File: config.mk
export PLATFORM = sky130hd
export DESIGN_NAME = alu_bcd_display_seq
export DESIGN_NICKNAME = d
export VERILOG_FILES = /design/src/rtl/alu_disp_pkg.sv /design/src/rtl/alu_bcd_display_seq_bin2bcd.sv /design/src/rtl/alu_bcd_display_seq.sv
export SDC_FILE = /design/constraint.sdc
export NUM_CORES = 1
export LEC_CHECK = 0
export CORE_MARGIN = 4
export CORE_UTILIZATION = 30
export CTS_BUF_LIST = sky130_fd_sc_hd__clkbuf_4 sky130_fd_sc_hd__clkbuf_8 sky130_fd_sc_hd__clkbuf_16
export DETAILED_ROUTE_END_ITERATION = 8
export PLACE_DENSITY = 0.56
export REMOVE_ABC_BUFFERS = 1
export SKIP_CTS_REPAIR_TIMING = 1
export SLEW_MARGIN = 15
export SYNTH_ARGS = -nofsm -noshare
export SYNTH_HDL_FRONTEND = slang
export SYNTH_SLANG_ARGS = --single-unit
File: constraint.sdc
create_clock -name clk -period 7.5 [get_ports clk]
set_input_delay 0.75 -clock clk [delete_from_list [all_inputs] [get_ports clk]]
set_output_delay 0.75 -clock clk [all_outputs]
set_load 0.01 [all_outputs]
File: src/rtl/alu_disp_pkg.sv
// Shared definitions for the ALU -> seven-segment display path.
// Contents: opcode encodings, FSM state encoding, blank segment pattern,
// hex_to_seg (nibble to active-low a..g, g in bit 6), is_arith (ADD/SUB).
package alu_disp_pkg;

    localparam logic [2:0] OP_ADD = 3'b000;
    localparam logic [2:0] OP_SUB = 3'b001;
    localparam logic [2:0] OP_AND = 3'b010;
    localparam logic [2:0] OP_OR  = 3'b011;
    localparam logic [2:0] OP_XOR = 3'b100;
    localparam logic [2:0] OP_NOT = 3'b101;
    localparam logic [2:0] OP_SHL = 3'b110;
    localparam logic [2:0] OP_ASR = 3'b111;

    typedef enum logic [1:0] {S_IDLE, S_CALC, S_CONV, S_SHOW} state_e;

    localparam logic [6:0] SEG_BLANK = 7'h7F;

    function automatic logic [6:0] hex_to_seg(input logic [3:0] h);
        logic [6:0] s;
        case (h)
            4'h0: s = 7'h40;  4'h1: s = 7'h79;  4'h2: s = 7'h24;  4'h3: s = 7'h30;
            4'h4: s = 7'h19;  4'h5: s = 7'h12;  4'h6: s = 7'h02;  4'h7: s = 7'h78;
            4'h8: s = 7'h00;  4'h9: s = 7'h10;  4'hA: s = 7'h08;  4'hB: s = 7'h03;
            4'hC: s = 7'h46;  4'hD: s = 7'h21;  4'hE: s = 7'h06;  default: s = 7'h0E;
        endcase
        return s;
    endfunction

    function automatic logic is_arith(input logic [2:0] op);
        return (op == OP_ADD) || (op == OP_SUB);
    endfunction

endpackage

File: src/rtl/alu_bcd_display_seq_bin2bcd.sv
// bin2bcd_seq: iterative double-dabble converter, one bit per cycle.
// Ports: clk_i, rst_ni (async active-low), load_i (capture bin_i),
//        bin_i[IN_W], busy_o (conversion in progress), bcd_o[4*DIGITS].
// Loading already performs the first shift (add-3 is a no-op on an all-zero
// BCD field), so busy_o stays high for IN_W-1 further cycles and a full
// conversion spans IN_W clock edges including the load edge.
module bin2bcd_seq #(
    parameter int IN_W   = 9,
    parameter int DIGITS = 4
) (
    input  logic                  clk_i,
    input  logic                  rst_ni,
    input  logic                  load_i,
    input  logic [IN_W-1:0]       bin_i,
    output logic                  busy_o,
    output logic [4*DIGITS-1:0]   bcd_o
);
    localparam int BW = 4 * DIGITS;
    localparam int SW = BW + IN_W;
    localparam int CW = $clog2(IN_W + 1);

    logic [SW-1:0] sh_q, sh_d, adj;
    logic [CW-1:0] cnt_q, cnt_d;

    always_comb begin
        adj = sh_q;
        for (int k = 0; k < DIGITS; k++) begin
            if (sh_q[IN_W+4*k +: 4] >= 4'd5)
                adj[IN_W+4*k +: 4] = sh_q[IN_W+4*k +: 4] + 4'd3;
        end
        sh_d  = sh_q;
        cnt_d = cnt_q;
        if (load_i) begin
            sh_d  = {{BW{1'b0}}, bin_i} << 1;
            cnt_d = CW'(IN_W - 1);
        end else if (cnt_q != '0) begin
            sh_d  = adj << 1;
            cnt_d = cnt_q - CW'(1);
        end
    end

    always_ff @(posedge clk_i or negedge rst_ni) begin
        if (!rst_ni) begin
            sh_q  <= '0;
            cnt_q <= '0;
        end else begin
            sh_q  <= sh_d;
            cnt_q <= cnt_d;
        end
    end

    assign busy_o = (cnt_q != '0);
    assign bcd_o  = sh_q[SW-1:IN_W];
endmodule

File: src/rtl/alu_bcd_display_seq.sv
// alu_bcd_display_seq: latches signed operands + opcode on start, computes the
// result and flags, and shows it on DIGITS common-anode seven-segment digits.
// Arithmetic results appear as sign-magnitude BCD, logic/shift results as hex.
// Ports: clk, rst (async active-low), A/B[WIDTH], op[3], start,
//        busy, done (1-cycle), DISPLAYS[7*DIGITS] (active-low, digit k at
//        [7k+6:7k]), sign (active-low negative LED), zero, carry_out, overflow.
module alu_bcd_display_seq
    import alu_disp_pkg::*;
#(
    parameter int WIDTH    = 8,
    parameter int DIGITS   = 4,
    parameter bit BLANK_LZ = 1'b1
) (
    input  logic                  clk,
    input  logic                  rst,
    input  logic [WIDTH-1:0]      A,
    input  logic [WIDTH-1:0]      B,
    input  logic [2:0]            op,
    input  logic                  start,
    output logic                  busy,
    output logic                  done,
    output logic [7*DIGITS-1:0]   DISPLAYS,
    output logic                  sign,
    output logic                  zero,
    output logic                  carry_out,
    output logic                  overflow
);
    localparam int BW = 4 * DIGITS;

    state_e           state_q;
    logic [WIDTH-1:0] a_q, b_q;
    logic [2:0]       op_q;
    logic             busy_q, done_q, sign_q, zero_q, carry_q, ovf_q;
    logic [BW-1:0]    dig_q;
    // flags held across the conversion
    logic             shc_q, shv_q, shz_q, shn_q;

    logic [WIDTH:0]   sa, sb, ares, amag, usum;
    logic [WIDTH-1:0] lres;
    logic             c_d, v_d, z_d, n_d, arith;
    logic             cv_busy;
    logic [BW-1:0]    cv_bcd;

    // ALU on the latched operands; arithmetic in WIDTH+1 bits never wraps,
    // so signed overflow is just the top two result bits disagreeing.
    always_comb begin
        sa    = {a_q[WIDTH-1], a_q};
        sb    = {b_q[WIDTH-1], b_q};
        usum  = {1'b0, a_q} + {1'b0, b_q};
        arith = is_arith(op_q);
        ares  = '0;
        lres  = '0;
        c_d   = 1'b0;
        case (op_q)
            OP_ADD: begin ares = sa + sb; c_d = usum[WIDTH]; end
            OP_SUB: begin ares = sa - sb; c_d = (a_q < b_q); end
            OP_AND: lres = a_q & b_q;
            OP_OR:  lres = a_q | b_q;
            OP_XOR: lres = a_q ^ b_q;
            OP_NOT: lres = ~a_q;
            OP_SHL: begin lres = {a_q[WIDTH-2:0], 1'b0};     c_d = a_q[WIDTH-1]; end
            default: begin lres = {a_q[WIDTH-1], a_q[WIDTH-1:1]}; c_d = a_q[0]; end
        endcase
        v_d  = arith & (ares[WIDTH] ^ ares[WIDTH-1]);
        n_d  = arith & ares[WIDTH];
        z_d  = arith ? (ares == '0) : (lres == '0);
        amag = ares[WIDTH] ? (~ares + 1'b1) : ares;
    end

    bin2bcd_seq #(.IN_W(WIDTH + 1), .DIGITS(DIGITS)) u_bcd (
        .clk_i  (clk),
        .rst_ni (rst),
        .load_i (state_q == S_CALC && arith),
        .bin_i  (amag),
        .busy_o (cv_busy),
        .bcd_o  (cv_bcd)
    );

    always_ff @(posedge clk or negedge rst) begin
        if (!rst) begin
            state_q <= S_IDLE;
            a_q     <= '0;
            b_q     <= '0;
            op_q    <= OP_ADD;
            busy_q  <= 1'b0;
            done_q  <= 1'b0;
            sign_q  <= 1'b1;
            zero_q  <= 1'b0;
            carry_q <= 1'b0;
            ovf_q   <= 1'b0;
            dig_q   <= '0;
            shc_q   <= 1'b0;
            shv_q   <= 1'b0;
            shz_q   <= 1'b0;
            shn_q   <= 1'b0;
        end else begin
            done_q <= 1'b0;
            case (state_q)
                S_IDLE: if (start) begin
                    a_q     <= A;
                    b_q     <= B;
                    op_q    <= op;
                    busy_q  <= 1'b1;
                    state_q <= S_CALC;
                end
                S_CALC: begin
                    shc_q <= c_d;
                    shv_q <= v_d;
                    shz_q <= z_d;
                    shn_q <= n_d;
                    if (arith) begin
                        state_q <= S_CONV;
                    end else begin
                        // hex path needs no conversion: publish straight away
                        dig_q   <= BW'(lres);
                        carry_q <= c_d;
                        ovf_q   <= 1'b0;
                        zero_q  <= z_d;
                        sign_q  <= 1'b1;
                        done_q  <= 1'b1;
                        state_q <= S_SHOW;
                    end
                end
                S_CONV: if (!cv_busy) begin
                    dig_q   <= cv_bcd;
                    carry_q <= shc_q;
                    ovf_q   <= shv_q;
                    zero_q  <= shz_q;
                    sign_q  <= ~shn_q;
                    done_q  <= 1'b1;
                    state_q <= S_SHOW;
                end
                S_SHOW: begin
                    busy_q  <= 1'b0;
                    state_q <= S_IDLE;
                end
                default: state_q <= S_IDLE;
            endcase
        end
    end

    // Leading-zero blanking scans from the top digit; digit 0 always lit.
    always_comb begin
        logic lit;
        lit      = ~BLANK_LZ;
        DISPLAYS = '0;
        for (int k = DIGITS - 1; k >= 0; k--) begin
            lit = lit | (dig_q[4*k +: 4] != 4'h0) | (k == 0);
            DISPLAYS[7*k +: 7] = lit ? hex_to_seg(dig_q[4*k +: 4]) : SEG_BLANK;
        end
    end

    assign busy      = busy_q;
    assign done      = done_q;
    assign sign      = sign_q;
    assign zero      = zero_q;
    assign carry_out = carry_q;
    assign overflow  = ovf_q;
endmodule

==> impl_results.rst <==
.. list-table::
   :header-rows: 1

   * - Metric
     - Value
   * - Total number of vias
     - 5064
   * - Synthesized-area fraction occupied by and/or/nand/nor cells
     - between 10% and 20%
   * - Synthesized cell area
     - 6080 µm²
   * - CTS tree
     - yes
   * - Time the final worst path needs with I/O delays and setup
     - 3.78 ns
   * - Cell at the slowest stage of the critical path
     - sky130_fd_sc_hd__clkdlybuf4s50_1
   * - Floorplan core area
     - 19700 µm²
   * - Post-synth top area cell
     - sky130_fd_sc_hd__dfrtp_1
   * - Number of buffers created by CTS
     - 9
   * - Flip-flop and latch count after synthesis
     - 75
   * - RSZ-0062 raised after global routing
     - no
   * - XOR/XNOR Fraction of Synth Area
     - 2.30%
   * - Hpwl dp
     - 9.89 mm
   * - Largest family of logic cells by synthesized area
     - compound AO/OA/AOI/OAI gates
   * - Root Driver
     - sky130_fd_sc_hd__clkbuf_16
   * - Layout cells sized above 1
     - under 10%
   * - Kind of end point of the critical path
     - primary output
   * - Clk pin slew, worst setup/hold paths
     - 0.06 ns
   * - Number of core rows
     - 51
   * - Final layout net count
     - 848
   * - Layout-stage area growth over the synthesis result
     - 17.6%
   * - DRC violations left
     - 0
   * - Fraction of the mapped netlist area in compound gates
     - 21.6%
   * - Clk_lat worst skew
     - 0.35 ns
   * - Status
     - complete, no violations
   * - Top cell type's share of synthesized area
     - ~30%
   * - Global-route wire length before repair
     - 24.3 mm
   * - Library cell with the highest instance count after synthesis
     - sky130_fd_sc_hd__nand2_1
   * - Count of warnings emitted by yosys
     - 0
   * - Via count of the first global-routing pass
     - 4936
   * - Antenna violations before repair
     - 0
   * - Asr flop ratio synth
     - 100%
   * - Number of port buffers
     - 55
   * - Critical path peak fanout
     - 7
   * - Maximum clock skew at final layout
     - 0.00959 ns
   * - Post-synth EDFFs
     - 0
   * - Setup violations, final
     - 0
   * - Vias per cell
     - between 4 and 5
   * - DP Worst Slack
     - 4.08 ns
   * - Fraction of the yosys area taken by sequential cells
     - 30.9%
   * - Data arrival time of the critical path
     - about 3.0 ns
   * - Final hold viol count
     - 0
   * - Netlist cell types
     - 67
   * - Die width
     - 150 µm
   * - Top_reg_cell synth
     - sky130_fd_sc_hd__dfrtp_1
   * - Violation count after the first detailed-routing iteration
     - about 250
   * - Min-delay worst type
     - in -> async
   * - Worst-case register-to-register setup slack
     - 4.42 ns
   * - Crit path top cell by count
     - sky130_fd_sc_hd__a21oi_1
   * - Remaining global-route overflow
     - 0
   * - Bufs on Longest Clock Path
     - 2
   * - Initial Util
     - 30.9%
   * - Relative slew slack
     - 37.8%
   * - Slew Limit Fails
     - 0
   * - Highest cell delay on the worst timing path
     - 0.56 ns
   * - Antenna diode count
     - 0
   * - Most numerous cell types in the synthesized netlist
     - sky130_fd_sc_hd__nand2_1, sky130_fd_sc_hd__dfrtp_1, sky130_fd_sc_hd__ha_1
   * - Syn avg cell area
     - 8.31 µm²
   * - Pin count of the biggest net entering global routing
     - 54
   * - Critical setup path kind
     - reg -> out
   * - Post-detailed-route wirelength per cell
     - 13.5 µm
   * - CP Cell Sequence
     - inv_1 > ha_1 > nor2b_1 > nand3_1 > nor3_1 > nand2_1 > a21oi_1 > a21oi_1 > o21ai_0 > clkdlybuf4s50_1
   * - CP startpoint kind
     - flop
   * - Final cell area excluding filler cells
     - 7160 µm²
   * - Tightest Pin Transition
     - 0.932 ns
   * - Iteration count of the initial detailed-routing pass
     - 5
   * - Ranking of synthesized cells by area
     - sky130_fd_sc_hd__dfrtp_1, sky130_fd_sc_hd__ha_1, sky130_fd_sc_hd__nand2_1
   * - Aggregate global-route resource usage
     - 12.9%
   * - Final Cycle Share
     - roughly 50%
   * - Reported max-cap violation count
     - 0
   * - Setup TNS
     - 0 ns
   * - Fraction of the mapped netlist area in adder cells
     - 13.6%
   * - I/O pin total
     - 56
   * - Post-detailed-placement cell area
     - 6830 µm²
   * - Vertical die dimension
     - 150 µm
   * - RePlAce Congestion
     - 0.854
   * - Count of H-tree levels built during CTS
     - 3
   * - Clock sink count
     - 75
   * - Share of cell area taken by muxes after synthesis
     - 8.31%
   * - Number of nets still failing antenna checks after routing
     - 0
   * - Post-Synthesis Cells
     - about 730
   * - Maximum achievable frequency
     - 264 MHz
   * - Final setup slack of the worst path
     - 3.72 ns
   * - Critical Path RT
     - 6.75 ns
   * - Total wire length after detailed routing
     - about 14 mm
   * - Floorplan die area
     - 22600 µm²
==> sequential cells by signal, indices dropped and copies added, names as in the netlist, 2 cells and up <==
signal / cells
b_q: 8
state_q: 2
dig_q: 16
u_bcd.cnt_q: 4
a_q: 8
op_q: 3
u_bcd.sh_q: 24
==> metal layers <==
layer / GRT usage [%] / wire length (µm) / vias up
met5: 0 / 0 / -
met4: 3.29 / 111 / 0
met3: 2.77 / 519 / 10
met2: 20.7 / 6410 / 65
met1: 17.8 / 6850 / 2362
li1: - / - / 2627
==> critical path: cells and delay by family, from the launching register on <==
kind            cells  cell delay (ns)
simple gates        4             0.86
buf+inv             2             0.73
flops               1             0.44
compound gates      3             0.37
fa+ha+maj           1             0.28
==> layout by cell type, fill, tap and decap left out, types with 10 or more instances in the layout <==
cell type / n
sky130_fd_sc_hd__o22ai_1: 10
sky130_fd_sc_hd__nand3_1: 10
sky130_fd_sc_hd__nand2_1: 100
sky130_fd_sc_hd__xnor2_1: 13
sky130_fd_sc_hd__nor2_1: 46
sky130_fd_sc_hd__mux2i_1: 19
sky130_fd_sc_hd__a21oi_1: 55
sky130_fd_sc_hd__clkdlybuf4s50_1: 54
sky130_fd_sc_hd__nand2b_1: 12
sky130_fd_sc_hd__inv_1: 52
sky130_fd_sc_hd__a211oi_1: 13
sky130_fd_sc_hd__ha_1: 63
sky130_fd_sc_hd__o21ai_0: 62
sky130_fd_sc_hd__dfrtp_1: 74
sky130_fd_sc_hd__mux2_2: 26
sky130_fd_sc_hd__nor2b_1: 10
==> final cells by class <==
type | count | area, µm²
clock buffers | 11 | 246
clock inverters | 5 | 85.1
fillers | 2023 | 12600
inverters | 54 | 203
multi-input cells | 559 | 3810
flip-flops and latches | 75 | 1880
well taps | 265 | 332
repair buffers | 62 | 601
==> per-stage QoR <==
stage / utilization (%) / hold WS [ns] / instances
6_report: 36.3 / 0.292 / 1031
5_1_grt: 36.3 / 0.307 / 1031
4_1_cts: 36.3 / 0.294 / 1031
3_5_place_dp: 34.6 / 0.482 / 1015
3_3_place_gp: 34.6 / 0.477 / 1015
2_1_floorplan: - / 0.454 / 688
==> logic make-up (layout without fill, tap and decap cells) <==
| family | after synthesis | in the layout |
|---|---|---|
| AND/OR/NAND/NOR | 221 | 221 |
| multiplexers | 46 | 46 |
| buffers and inverters | 98 | 132 |
| XOR/XNOR | 16 | 16 |
| AO/OA/AOI/OAI | 211 | 211 |
| adder cells (fa/ha/maj) | 65 | 65 |
| flip-flops | 75 | 75 |
==> worst paths after layout <==
path / depth (start not counted) / from / endpoint
max: 10 / dig_q[12]$_DFFE_PN0P_ / DISPLAYS[12]
min: 1 / rst / b_q[4]$_DFFE_PN0P_
max reg2reg: 12 / a_q[0]$_DFFE_PN0P_ / u_bcd.sh_q[7]$_DFFE_PN0P_
min in group clk: 2 / overflow$_DFFE_PN0P_ / overflow$_DFFE_PN0P_
max in group asynchronous: 2 / rst / dig_q[6]$_DFFE_PN0P_
min reg2reg: 2 / overflow$_DFFE_PN0P_ / overflow$_DFFE_PN0P_
Power is left out: the tool's default activity adds up to more than one toggle a clock period on the data nets, which glitch-free logic cannot reach.
==> variant (same flow settings) <==
Register the inputs `A`, `B`, `op` and `start` before use, cleared by the reset. The logic sees them one clock later.
--- a/src/rtl/alu_bcd_display_seq.sv
+++ b/src/rtl/alu_bcd_display_seq.sv
@@ -27,4 +27,23 @@
 );
     localparam int BW = 4 * DIGITS;
+
+    logic [WIDTH-1:0] A_q;
+    logic [WIDTH-1:0] B_q;
+    logic [2:0] op_r;
+    logic start_q;
+
+    always_ff @(posedge clk or negedge rst) begin
+        if (!rst) begin
+            A_q     <= '0;
+            B_q     <= '0;
+            op_r    <= '0;
+            start_q <= '0;
+        end else begin
+            A_q     <= A;
+            B_q     <= B;
+            op_r    <= op;
+            start_q <= start;
+        end
+    end
 
     state_e           state_q;
@@ -97,8 +116,8 @@
             done_q <= 1'b0;
             case (state_q)
-                S_IDLE: if (start) begin
-                    a_q     <= A;
-                    b_q     <= B;
-                    op_q    <= op;
+                S_IDLE: if (start_q) begin
+                    a_q     <= A_q;
+                    b_q     <= B_q;
+                    op_q    <= op_r;
                     busy_q  <= 1'b1;
                     state_q <= S_CALC;
Behaviour: not the same (Yosys sat finds a counterexample within 4 cycles, from zero or initial values and one cycle with rst low).
==> variant against the original RTL <==
  * Routed wire length increased by 3.0%
  * Register-to-register slack improved by 0.20 ns
  * Synthesized area increased by 8.2%
  * Final area increased by 7.0%
  * Critical path depth unchanged
  * Sequential cell count increased by 20
  * Largest cell class unchanged
  * Hold slack improved by 0.093 ns
  * Setup slack improved by 0.0017 ns
Power is left out: the tool's default activity adds up to more than one toggle a clock period on the data nets, which glitch-free logic cannot reach.
==> variant: results <==
set metrics [dict create \
    clock_skew_ns 0.0104 \
    tightest_slew_ns 1.03 \
    grt.total_usage_pct 12.2 \
    worstPathMaxFanout 7 \
    ys_top_cells_by_count "nand2_1, dfrtp_1, ha_1" \
    firstDrtPassIters 4 \
    crit_start "dig_q[12]$_DFFE_PN0P_" \
    drive_gt1_share_pct 9.15 \
    gp_congestion 0.834 \
    ys_warn_count 0 \
    clock_path_buffers 2 \
    synthTopCellsByArea "dfrtp_1, ha_1, nand2_1" \
    vias 5247 \
    grt_max_degree 54 \
    fin_nets 869 \
    drtIter0Drc 290 \
    n_antenna_cell 0 \
    ys_seq_area_share_pct 36.1 \
    yosys.cell_types.count 70 \
    antenna_found_initial 0 \
    io_buffers 55 \
    r2r_cells 12 \
    wl_per_cell_um 13.5 \
    cts_root_buffer "clkbuf_16" \
    setup_tns_ns 0 \
    crit_slowest_cell "clkdlybuf4s50_1" \
    grt_pass1_wl_um 24900 \
    min_path_type "in2async" \
    cpLargestDelayFamily "simple AND/OR/NAND/NOR gates" \
    synthFlopType "dfrtp_1" \
    clkLatencyLatePin_ns 0.35 \
    r2r_slack_ns 4.62 \
    max_stage_delay_ns 0.56 \
    status "finished clean" \
    reg2reg_from "a_q[0]$_DFFE_PN0P_" \
    top_regs "u_bcd.sh_q x24, dig_q x16" \
    htree_levels 3 \
    grt_pass1_vias 5137 \
    cp.arrival_ns 3.03 \
    cts_made_buffers 9 \
    path_clk_slew_ns 0.06 \
    async_flop_share_pct 100 \
    place_hpwl_um 10400 \
    endpoint "DISPLAYS[12]" \
    rr_endpoint "u_bcd.sh_q[9]$_DFFE_PN0P_" \
]
==> variant: changes by cell type after synthesis, sizes merged, moves of 6 or more <==
cell / before / now
a221oi: 4 / 11
nor4: 1 / 7
nand3: 10 / 16
dfrtp: 74 / 94
o211ai: 7 / 13
clkbuf: 34 / 27
o22ai: 10 / 4
==> variant: logic make-up after synthesis <==
| logic type | Yosys count | synth area share [%] |
|---|---|---|
| buffers and inverters | 97 | 5.83 |
| AOI/OAI and AO/OA | 210 | 20.2 |
| muxes | 46 | 7.66 |
| DFF | 95 | 36.1 |
| adders and majority gates | 65 | 12.6 |
| and+or+nand+nor | 221 | 15.7 |
| xor gates and xnor gates | 14 | 1.86 |
==> variant: metrics by stage <==
| stage | area [um^2] | instances | utilization, % | hold WS, ns | setup WS (ns) |
|---|---|---|---|---|---|
| 2_1_floorplan | 6420 | 708 | - | 0.454 | 4.66 |
| 3_3_place_gp | 7370 | 1046 | 34.6 | 0.459 | 4.10 |
| 3_5_place_dp | 7370 | 1046 | 34.6 | 0.464 | 4.10 |
| 4_1_cts | 7650 | 1062 | 36.0 | 0.399 | 3.70 |
| 5_1_grt | 7650 | 1062 | 36.0 | 0.426 | 3.33 |
| 6_report | 7650 | 1062 | 36.0 | 0.385 | 3.72 |
==> variant: cell type report <==
type                            count  area [um^2]
Fill cell                        2218        13600
Clock buffer                       14          269
Tap cell                          275          344
Clock inverter                      2         16.3
Inverter                           57          216
Timing Repair Buffer               63          608
Sequential cell                    95         2380
Multi-Input combinational cell    556         3820
==> variant: per-layer routing <==
layer	vias to the layer above	GRT usage, %	share of wire [%]
met1	2455	16.3	49
met4	0	3.14	1.2
met3	13	2.44	4.4
li1	2674	-	-
met2	105	20.3	46
met5	-	0	0
